$ cat config.mk
export PLATFORM = sky130hd
export DESIGN_NAME = fnc_vgacapture
export DESIGN_NICKNAME = d
export VERILOG_FILES = /design/src/rtl/fnc_vgacapture.sv
export SDC_FILE = /design/constraint.sdc
export NUM_CORES = 1
export LEC_CHECK = 0
export ABC_CLOCK_PERIOD_IN_PS = 3700
export CAP_MARGIN = 20
export CORE_AREA = 2 2 102 84
export DETAILED_ROUTE_END_ITERATION = 16
export DIE_AREA = 0 0 104 86
export PLACE_DENSITY = 0.88
export REMOVE_ABC_BUFFERS = 1
export SLEW_MARGIN = 10
export SYNTH_ARGS = -nofsm -noshare
export SYNTH_HDL_FRONTEND = slang
export SYNTH_SLANG_ARGS = --single-unit
$ cat constraint.sdc
create_clock -name clk -period 3.7 [get_ports clk]
set_input_delay 0.74 -clock clk [delete_from_list [all_inputs] [get_ports clk]]
set_output_delay 0.74 -clock clk [all_outputs]
set_load 0.1 [all_outputs]
$ cat src/rtl/fnc_vgacapture.sv
// VGA input capture: samples a sync+RGB stream and writes active pixels to VRAM.
// Define FNC_VGACAPTURE_CHECK_EN to enable the line/frame timing checker.
module fnc_vgacapture #(
    parameter int unsigned H_PIXELS      = 640,
    parameter int unsigned H_FRONT_PORCH = 16,
    parameter int unsigned H_SYNC        = 64,
    parameter int unsigned H_BACK_PORCH  = 80,
    parameter int unsigned V_PIXELS      = 480,
    parameter int unsigned V_FRONT_PORCH = 3,
    parameter int unsigned V_SYNC        = 4,
    parameter int unsigned V_BACK_PORCH  = 13
) (
    input  logic        clk,
    input  logic        rst_n,
    input  logic        module_en,
    input  logic        err_clr,
    input  logic        hsync_in,
    input  logic        vsync_in,
    input  logic [3:0]  rdata,
    input  logic [3:0]  gdata,
    input  logic [3:0]  bdata,
    output logic [18:0] vram_addr,
    output logic [11:0] vram_wdata,
    output logic        vram_we,
    output logic        frame_done,
    output logic        locked,
    output logic        sync_err
);

    localparam int unsigned CW        = 10;
    localparam int unsigned AW        = 19;
    localparam int unsigned DW        = 12;
    localparam int unsigned H_TOTAL   = H_PIXELS + H_FRONT_PORCH + H_SYNC + H_BACK_PORCH;
    localparam int unsigned V_TOTAL   = V_PIXELS + V_FRONT_PORCH + V_SYNC + V_BACK_PORCH;
    localparam int unsigned H_ACT_LO  = H_SYNC + H_BACK_PORCH;
    localparam int unsigned H_ACT_HI  = H_ACT_LO + H_PIXELS;
    localparam int unsigned V_ACT_LO  = V_SYNC + V_BACK_PORCH;
    localparam int unsigned V_ACT_HI  = V_ACT_LO + V_PIXELS;
    localparam int unsigned HCNT_MAX  = 1023;
    localparam int unsigned VCNT_PRE  = 1023;
    localparam int unsigned VCNT_MAX  = 1022;
    localparam int unsigned ADDR_LAST = H_PIXELS * V_PIXELS - 1;

    typedef enum logic [1:0] {
        ST_IDLE    = 2'd0,
        ST_SEARCH  = 2'd1,
        ST_CAPTURE = 2'd2
    } state_t;

    state_t          r_state;
    state_t          w_state_nxt;

    logic            r_hs1, r_vs1, r_hs2, r_vs2;
    logic [DW-1:0]   r_pix1, r_pix2;
    logic [CW-1:0]   r_hcnt, r_vcnt;
    logic            r_vs_rise2;
    logic [AW-1:0]   r_next_addr;
    logic            r_full;

    logic            w_hs_fall, w_vs_rise;
    logic [CW-1:0]   w_hcnt_inc, w_hcnt_nxt, w_vcnt_inc, w_vcnt_nxt;
    logic            w_line_ok, w_frame_ok;
    logic            w_err;
    logic            w_wr_ok, w_lock_nxt, w_serr_nxt;
    logic            w_in_win, w_wr;

    // Input pin registers; second stage gives the previous sample for edge detect
    always_ff @(posedge clk or negedge rst_n) begin
        if (!rst_n) begin
            r_hs1  <= 1'b1;
            r_vs1  <= 1'b0;
            r_pix1 <= '0;
            r_hs2  <= 1'b1;
            r_vs2  <= 1'b0;
            r_pix2 <= '0;
        end else begin
            r_hs1  <= hsync_in;
            r_vs1  <= vsync_in;
            r_pix1 <= {rdata, gdata, bdata};
            r_hs2  <= r_hs1;
            r_vs2  <= r_vs1;
            r_pix2 <= r_pix1;
        end
    end

    // Counter next values; a vsync rise is applied before a coincident hsync fall
    always_comb begin
        w_hs_fall  = r_hs2 & ~r_hs1;
        w_vs_rise  = ~r_vs2 & r_vs1;
        w_hcnt_inc = (r_hcnt == CW'(HCNT_MAX)) ? r_hcnt : r_hcnt + CW'(1);
        w_hcnt_nxt = w_hs_fall ? '0 : w_hcnt_inc;
        if (r_vcnt == CW'(VCNT_PRE)) begin
            w_vcnt_inc = '0;
        end else if (r_vcnt == CW'(VCNT_MAX)) begin
            w_vcnt_inc = r_vcnt;
        end else begin
            w_vcnt_inc = r_vcnt + CW'(1);
        end
        if (w_vs_rise) begin
            w_vcnt_nxt = w_hs_fall ? '0 : CW'(VCNT_PRE);
        end else if (w_hs_fall) begin
            w_vcnt_nxt = w_vcnt_inc;
        end else begin
            w_vcnt_nxt = r_vcnt;
        end
        w_line_ok  = (r_hcnt == CW'(H_TOTAL - 1));
        w_frame_ok = (r_vcnt == CW'(V_TOTAL - 1));
    end

`ifdef FNC_VGACAPTURE_CHECK_EN
    logic r_skip;

    always_comb begin
        w_err = 1'b0;
        if (r_state == ST_CAPTURE) begin
            w_err = (w_hs_fall & ~r_skip & ~w_line_ok)
                  | ((w_hcnt_nxt == CW'(HCNT_MAX)) & (r_hcnt != CW'(HCNT_MAX)))
                  | (w_vs_rise & ~w_frame_ok);
        end
    end

    // The line in progress when capture starts has an unknown start, so skip its length check
    always_ff @(posedge clk or negedge rst_n) begin
        if (!rst_n) begin
            r_skip <= 1'b0;
        end else if (!module_en) begin
            r_skip <= 1'b0;
        end else if ((r_state != ST_CAPTURE) && (w_state_nxt == ST_CAPTURE)) begin
            r_skip <= 1'b1;
        end else if ((r_state == ST_CAPTURE) && w_hs_fall) begin
            r_skip <= 1'b0;
        end
    end
`else
    logic w_unused_chk;
    assign w_err        = 1'b0;
    assign w_unused_chk = err_clr ^ w_line_ok ^ w_frame_ok;
`endif

    // FSM state register
    always_ff @(posedge clk or negedge rst_n) begin
        if (!rst_n) begin
            r_state <= ST_IDLE;
        end else begin
            r_state <= w_state_nxt;
        end
    end

    // FSM next state
    always_comb begin
        w_state_nxt = r_state;
        case (r_state)
            ST_IDLE:    w_state_nxt = ST_SEARCH;
            ST_SEARCH:  if (w_vs_rise) w_state_nxt = ST_CAPTURE;
            ST_CAPTURE: if (w_err) w_state_nxt = ST_SEARCH;
            default:    w_state_nxt = ST_IDLE;
        endcase
        if (!module_en) begin
            w_state_nxt = ST_IDLE;
        end
    end

    // FSM outputs
    always_comb begin
        w_wr_ok    = (r_state == ST_CAPTURE);
`ifdef FNC_VGACAPTURE_CHECK_EN
        w_lock_nxt = (w_state_nxt == ST_CAPTURE) & ~w_err
                   & (locked | ((r_state == ST_CAPTURE) & w_vs_rise));
        w_serr_nxt = (r_state != ST_IDLE) & (w_err | (sync_err & ~err_clr));
`else
        w_lock_nxt = (w_state_nxt == ST_CAPTURE);
        w_serr_nxt = 1'b0;
`endif
    end

    // Timing counters and status, aligned with the second pipeline stage
    always_ff @(posedge clk or negedge rst_n) begin
        if (!rst_n) begin
            r_hcnt     <= '0;
            r_vcnt     <= '0;
            r_vs_rise2 <= 1'b0;
            locked     <= 1'b0;
            sync_err   <= 1'b0;
        end else if (!module_en) begin
            r_hcnt     <= '0;
            r_vcnt     <= '0;
            r_vs_rise2 <= 1'b0;
            locked     <= 1'b0;
            sync_err   <= 1'b0;
        end else begin
            r_hcnt     <= w_hcnt_nxt;
            r_vcnt     <= w_vcnt_nxt;
            r_vs_rise2 <= w_vs_rise;
            locked     <= w_lock_nxt;
            sync_err   <= w_serr_nxt;
        end
    end

    always_comb begin
        w_in_win = (r_hcnt >= CW'(H_ACT_LO)) && (r_hcnt < CW'(H_ACT_HI))
                && (r_vcnt >= CW'(V_ACT_LO)) && (r_vcnt < CW'(V_ACT_HI));
        w_wr     = w_wr_ok & w_in_win & ~r_full & ~r_vs_rise2;
    end

    // VRAM write port; the address restarts at every vsync rise and stops after the last pixel
    always_ff @(posedge clk or negedge rst_n) begin
        if (!rst_n) begin
            vram_addr   <= '0;
            vram_wdata  <= '0;
            vram_we     <= 1'b0;
            frame_done  <= 1'b0;
            r_next_addr <= '0;
            r_full      <= 1'b0;
        end else if (!module_en) begin
            vram_addr   <= '0;
            vram_wdata  <= '0;
            vram_we     <= 1'b0;
            frame_done  <= 1'b0;
            r_next_addr <= '0;
            r_full      <= 1'b0;
        end else begin
            vram_we    <= w_wr;
            frame_done <= vram_we & (vram_addr == AW'(ADDR_LAST));
            if (r_vs_rise2) begin
                vram_addr   <= '0;
                r_next_addr <= '0;
                r_full      <= 1'b0;
            end else if (w_wr) begin
                vram_addr   <= r_next_addr;
                vram_wdata  <= r_pix2;
                r_next_addr <= r_next_addr + AW'(1);
                r_full      <= (r_next_addr == AW'(ADDR_LAST));
            end
        end
    end

endmodule
==> key figures, run 1 <==
Clock tree
  • CTS tree: yes
  • Hold_buf cts: 0
  • Clk slew on worst S/H paths: around 110 ps
  • Root Driver: clkbuf_8
  • Bufs on Longest Clock Path: 2
  • Htree depth: 3
  • Clock sink count: ~110
  • Clock Latency Late Sink: ~380 ps
  • Postcts setup bufs: 0
  • TritonCTS buffer count: 9
  • CTS resizes: 0

Pwr
  • Power share of the clock group: a little over a third
  • Power Dens Cells: 375 nW/µm²
  • Flop pwr share: between 50 and 60%
  • Worst VDD drop: around 260 µV
  • Leakage: around 2.3 nW
  • Total power: slightly above 0.002 W
  • Gate power share: under 10%
  • Internal power: 0.00149 W
  • Net Sw Frac: between 20% and 30%
  • Sw power: around 0.00054 W

Global route
  • Met3 Resource Use GR: 5.17%
  • Number of global-route vias before repair: 3423
  • Met2 Use GR: between 30 and 40%
  • Met1 global-route usage: between 30% and 40%
  • Total grt overflow: 0
  • Initial antenna violation count: 0
  • First-pass GRT wire length: roughly 16 mm
  • Largest net degree at the start of global routing: 66
  • Tot GR Track Use: 22.3%
  • Busiest grt layer: met2

Placed design
  • DP HPWL: 6.51 mm
  • Count of input and output buffers: 50
  • Gpl congestion: roughly 0.98

Worst setup path
  • CP Data Arrival Time: between 1500 and 2000 ps
  • CP Capture Type: output port
  • CP Launch Point: vram_addr[15]
  • Critical Path Max Stage Delay: approximately 1200 ps
  • CP Class: flop to output port
  • Crit Path Max Fanout: 3
  • Critical Path Start Type: flop
  • RR Startpoint: r_vcnt[0]
  • CP required: roughly 3000 ps
  • Reg2Reg Setup Slack: 1160 ps
  • Worst Path Buf+Inv: 1
  • Slowest-stage cell, CP: clkdlybuf4s50_1
  • CP top delay family: buffers and inverters
  • WP depth: 1
  • Crit path to: vram_addr[15]
  • Worst-path cell chain: clkdlybuf4s50_1
  • Reg2reg path depth: 8
  • Reg-to-reg endpoint: r_next_addr[12]

Final layout
  • Antenna fix cells: 0
  • Commonest cells after routing, fill and taps aside: dfrtp_1, nand2_1, clkdlybuf4s50_1
  • Fin util: 69.2%
  • Area growth from synthesis to layout: 16.3%
  • Commonest non-fill, non-tap cell in the layout: dfrtp_1
  • Share of cells above drive strength 1: 5.07%
  • Layout filler cell count: 590
  • Net count reported at finish: roughly 530

Synthesis
  • Sequential element share of the synthesized area: 56.4%
  • Yosys cell types: 54
  • Mapped cell area: around 4700 µm²
  • Synthesized instance count: around 470
  • Synth Register Bits: 105
  • Yosys warns: 0
  • Avg Inst Size Synth: 9.96 µm²
  • Asr flop ratio synth: 100%
  • Post-synth EDFFs: 0
  • Main synth FF type: dfrtp_1

Timing
  • Setup_tns: 0 ps
  • Final Hold Vio Count: 0
  • Fmax: 372 MHz
  • Tcrit/Tclk final: about 73%
  • Worst slew pin tran: 1000 ps
  • Fin. max-slew vios: 0
  • Hold slack: 360 ps
  • Clock Skew: a little over 10 ps
  • Max_slew headroom: between 30% and 40%
  • Fin crit period: approximately 2700 ps
  • RSZ-0062 raised after global routing: false
  • Final setup vio count: 0

Routing
  • Vias per std cell: 6.01
  • Drt initial violations: just over 300
  • Total number of vias: between 3000 and 4000
  • DRC Markers: 0
  • Pre-antenna DRT Iters: 5
  • Wirelength, routed: between 9 and 10 mm
  • Post-DRT Antenna Nets: 0
  • Wirelength per Cell: about 16 µm

Run status
  • Status: completed

Floorplanning
  • Die width: 104 µm
  • Initial Utilization: roughly 60%
  • # IOs: 53
  • Die H: approximately 86 µm
  • Core Area: a little under 8000 µm²
  • Die Area: slightly below 9000 µm²
  • # rows: 29

Min path
  • Hold crit path type: flop to flop

Flow run
  • Number of max-cap violations: 0
[layout make-up]
type,count,area (µm²),area share [%]
Timing Repair Buffer,55,548,10.1
Clock inverter,7,80.1,1.48
Multi-Input combinational cell,322,1850,34.1
Inverter,15,56.3,1.04
Clock buffer,9,124,2.29
Tap cell,108,135,2.49
Sequential cell,105,2630,48.5
[cells in the mapped netlist (all sizes together) (3+ instances only)]
library cell	instances	area share, %
ha	7	1.9
nand4b	3	0.56
inv	14	1.1
a211oi	3	0.48
nand3	29	3.1
o22ai	4	0.54
or2	3	0.40
o211ai	4	0.64
o311ai	4	0.75
and4	3	0.56
o31a	5	0.94
or3	6	0.81
nor4	7	0.94
and2	4	0.54
or4	4	0.64
nor2	24	1.9
clkbuf	18	1.6
o31ai	4	0.64
dfrtp	103	55
o21a	5	0.81
o21ai	21	2.3
nand2	65	5.2
a22o	4	0.75
a21oi	43	4.6
nor3	9	0.97
buf	8	1.2
nor2b	4	0.54
nand2b	3	0.40
xor2	6	1.1
nand4	15	2.3
and3	16	2.1
[kinds of logic (layout without fill, tap and decap cells)]
logic type / after synthesis / count (layout) / share of synthesized area, %
AND/OR/NAND/NOR: 198 / 198 / 21.7
adder cells (fa/ha/maj): 8 / 8 / 2.09
other: 1 / 1 / 0.0804
AO/OA/AOI/OAI: 107 / 107 / 14.3
flip-flops: 105 / 105 / 56.4
buffers and inverters: 41 / 86 / 3.97
XOR/XNOR: 8 / 8 / 1.50
[worst min path at each step]
| stage | startpoint | to | slack, ps | cells after the start |
|---|---|---|---|---|
| floorplan | r_pix1[0] | r_pix2[0] | 330 | 0 |
| global placement | r_pix1[2] | r_pix2[2] | 330 | 0 |
| detailed placement | r_pix1[4] | r_pix2[4] | 330 | 0 |
| CTS | r_pix1[4] | r_pix2[4] | 360 | 0 |
| global route | r_pix1[4] | r_pix2[4] | 370 | 0 |
| finish | r_pix1[4] | r_pix2[4] | 360 | 0 |
[power by group through the flow]
stage / clock (W) / combinational (W) / sequential, W
6_report: 0.000709 / 0.000127 / 0.00119
5_1_grt: 0.000773 / 0.000142 / 0.00120
4_1_cts: 0.000723 / 0.000128 / 0.00119
3_5_place_dp: 0 / 0.000128 / 0.00122
3_3_place_gp: 0 / 0.000123 / 0.00121
2_1_floorplan: 0 / 0.0000608 / 0.00121
[routing by layer]
metal / share of wire (%) / routed length [µm]
met2: 49 / 4750
met5: 0 / 0
met1: 44 / 4240
met4: 1.1 / 105
met3: 6.4 / 626
[sequential cells by signal (all words and copies together) (netlist names), 2 cells and up]
signal / flops
vram_wdata: 12
r_state: 2
r_pix1: 12
r_pix2: 12
r_vcnt: 10
r_next_addr: 19
vram_addr: 19
r_hcnt: 10
[per-stage QoR]
stage / setup WS [ps] / area, µm² / cells
after floorplan: 346 / 4530 / 442
after global placement: 1170 / 5220 / 605
after detailed placement: 1140 / 5220 / 605
after CTS: 1000 / 5420 / 621
after global routing: 975 / 5420 / 621
final: 1010 / 5420 / 621
Power figures use the tool's default switching activity.
==> inputs of run 2 (changes only) <==
--- a/config.mk
+++ b/config.mk
@@ -5,12 +5,12 @@
 export SDC_FILE = /design/constraint.sdc
 export NUM_CORES = 1
 export LEC_CHECK = 0
-export ABC_CLOCK_PERIOD_IN_PS = 3700
+export ABC_CLOCK_PERIOD_IN_PS = 2300
 export CAP_MARGIN = 20
-export CORE_AREA = 2 2 102 84
+export CORE_AREA = 2 2 111 92
 export DETAILED_ROUTE_END_ITERATION = 16
-export DIE_AREA = 0 0 104 86
-export PLACE_DENSITY = 0.88
+export DIE_AREA = 0 0 113 94
+export PLACE_DENSITY = 0.79
 export REMOVE_ABC_BUFFERS = 1
 export SLEW_MARGIN = 10
 export SYNTH_ARGS = -nofsm -noshare
==> constraint.sdc (replaced) <==
create_clock -name clk -period 2.3 [get_ports clk]
set_input_delay 0.46 -clock clk [delete_from_list [all_inputs] [get_ports clk]]
set_output_delay 0.46 -clock clk [all_outputs]
set_load 0.1 [all_outputs]
==> run 2 against run 1 <==
Hold slack got worse by 200 ps. Clock skew decreased by 1.4 ps. Highest routed layer unchanged. Cell area increased by 3.2%. Die area increased by 19%. The run now ends with design-rule violations left. Routed wire length increased by 4.9%. Critical endpoint is now r_next_addr[15]. Sequential cell count unchanged. Largest cell class unchanged. Worst setup slack got worse by 870 ps. Global-route usage decreased by 2.1 points. Clock-buffer cell count increased by 1. Sequential power increased by 61%.
==> key figures, run 2 (synthesis results as in run 1) <==
Run status
  • Status: finished with violations
  • Failing checks: design-rule violations

Worst setup path
  • Crit Path Max Fanout: 20 (+17)
  • CP Class: flop to flop
  • Critical Path Start Type: flop
  • Worst Path Buf+Inv: 4 (+3)
  • Worst-path cell chain: inv_1 > ha_1 > nor4b_2 > o211ai_1 > nand4_1 > buf_4 > buf_8 > buf_6 > nand2_1 > o221ai_2
  • CP required: 2560 ps (-400 ps)
  • CP Data Arrival Time: 2420 ps (+470 ps)
  • Critical Path Max Stage Delay: 390 ps (-770 ps)
  • Slowest-stage cell, CP: dfrtp_1
  • CP top delay family: buffers and inverters
  • CP Capture Type: flop

Final layout
  • Antenna fix cells: 0 (unchanged)
  • Commonest cells after routing, fill and taps aside: dfrtp_1, nand2_1, buf_4
  • Area growth from synthesis to layout: 19.9%
  • Share of cells above drive strength 1: 15.0% (+9.9 points)
  • Layout Cells excl Fill: 647 (+4.2%)
  • Commonest non-fill, non-tap cell in the layout: dfrtp_1
  • Net count reported at finish: 549 (+3.0%)
  • Regs by FF count: r_next_addr: 19 flops, vram_addr: 19 flops

Pwr
  • Power Dens Cells: 645 nW/µm² (+72%)
  • Worst VDD drop: 373 µV (+44%)
  • Total power: 0.00360 W (+78%)
  • Leakage: 2.45 nW (+8.5%)

Placed design
  • Placed cell count: 628 (+3.8%)
  • Count of input and output buffers: 50 (unchanged)
  • DP HPWL: 6.72 mm (+3.2%)
  • Gpl congestion: 0.883 (-10%)

Global route
  • Initial antenna violation count: 0 (unchanged)
  • Total grt overflow: 0 (unchanged)
  • Largest net degree at the start of global routing: 106 (+61%)
  • Met1 global-route usage: 27.5% (-3.0 points)
  • Tot GR Track Use: 20.2% (-2.1 points)
  • First-pass GRT wire length: 17.3 mm (+8.3%)
  • Met2 Use GR: 32.8% (-2.5 points)
  • Busiest grt layer: met2
  • Met3 Resource Use GR: 4.32% (-0.84 points)
  • Number of global-route vias before repair: 3624 (+5.9%)

Routing
  • Wirelength per Cell: 15.8 µm (+0.66%)
  • Wirelength, routed: 10.2 mm (+4.9%)
  • Total number of vias: 3708 (-0.70%)
  • Vias per std cell: 5.73 (-4.7%)
  • Post-DRT Antenna Nets: 0 (unchanged)
  • DRC Markers: 2 (+2)
  • Pre-antenna DRT Iters: 11 (+6)
  • Drt initial violations: 285 (-5.6%)

Flow run
  • Number of max-cap violations: 0 (unchanged)

Timing
  • Max_slew headroom: 52.5% (+20 points)
  • Clock Skew: 8.72 ps (-1.38 ps)
  • Final setup vio count: 0 (unchanged)
  • Setup_tns: 0 ps (unchanged)
  • Hold slack: 156 ps (-205 ps)
  • Fin. max-slew vios: 0 (unchanged)
  • Fin crit period: roughly 2200 ps
  • Fmax: 462 MHz
  • Tcrit/Tclk final: a little over nine tenths
  • Worst slew pin tran: 709 ps (-293 ps)
  • Final Hold Vio Count: 0 (unchanged)

Clock tree
  • Root Driver: clkbuf_16
  • Htree depth: 3 (unchanged)
  • Hold_buf cts: 0 (unchanged)
  • Bufs on Longest Clock Path: 2 (unchanged)
  • CTS tree: yes
  • Clk slew on worst S/H paths: 70 ps (-40 ps)
  • Clock sink count: 105 (unchanged)
  • Clock Latency Late Sink: 350 ps (-30 ps)
  • TritonCTS buffer count: 9 (unchanged)

Floorplanning
  • Core Area: 9450 µm² (+21%)
  • # rows: 32 (+10%)
  • Die H: 94 µm (+9.3%)
  • Initial Utilization: 49.3% (-10 points)
  • # IOs: 53 (unchanged)
  • Die width: 113 µm (+8.7%)
  • Die Area: 10600 µm² (+19%)

Min path
  • Hold crit path type: primary input to asynchronous set/reset pin
[run 2: cell type report]
cell class | count | area, µm²
Clock inverter | 5 | 46.3
Inverter | 15 | 56.3
Clock buffer | 10 | 239
Sequential cell | 105 | 2630
Fill cell | 763 | 3860
Timing Repair Buffer | 71 | 598
Tap cell | 119 | 149
Multi-Input combinational cell | 322 | 1870
[run 2: final timing paths]
| check | depth (start not counted) | start | end | slack [ps] |
|---|---|---|---|---|
| worst max-delay path | 10 | r_vcnt[1] | r_next_addr[15] | 140 |
| worst min-delay path | 2 | rst_n | r_hcnt[2] | 160 |
| worst max register to register | 10 | r_vcnt[1] | r_next_addr[15] | 140 |
| worst min register to register | 0 | r_pix1[1] | r_pix2[1] | 350 |
| max in group asynchronous | 2 | rst_n | vram_addr[3] | 1720 |
| min in group clk | 0 | r_pix1[1] | r_pix2[1] | 350 |
[run 2: what timing repair did]
| item | CTS | global route |
|---|---|---|
| pin swaps | 0 | 2 |
| gates resized for setup | 2 | 6 |
| endpoints found under the setup margin | 1 | 36 |
| setup buffers | 0 | 4 |
[run 2: where the power goes]
part | internal, W | switching, W
logic | 0.0000829 | 0.000136
clock network | 0.000777 | 0.000687
registers | 0.00189 | 0.0000313
[run 2: routing by layer]
| metal | up-vias | wire length (µm) |
|---|---|---|
| met1 | 1814 | 4730 |
| met2 | 91 | 4930 |
| met5 | - | 0 |
| li1 | 1791 | - |
| met4 | 0 | 97 |
| met3 | 12 | 438 |
[run 2: per-stage QoR]
step           area [µm²]  util, %  setup slack (ps)
2_1_floorplan        4530        -             -1050
3_3_place_gp         5240     55.4              75.7
3_5_place_dp         5240     55.4             -35.4
4_1_cts              5530     58.5              7.51
5_1_grt              5590     59.2             -33.5
6_report             5590     59.2               136
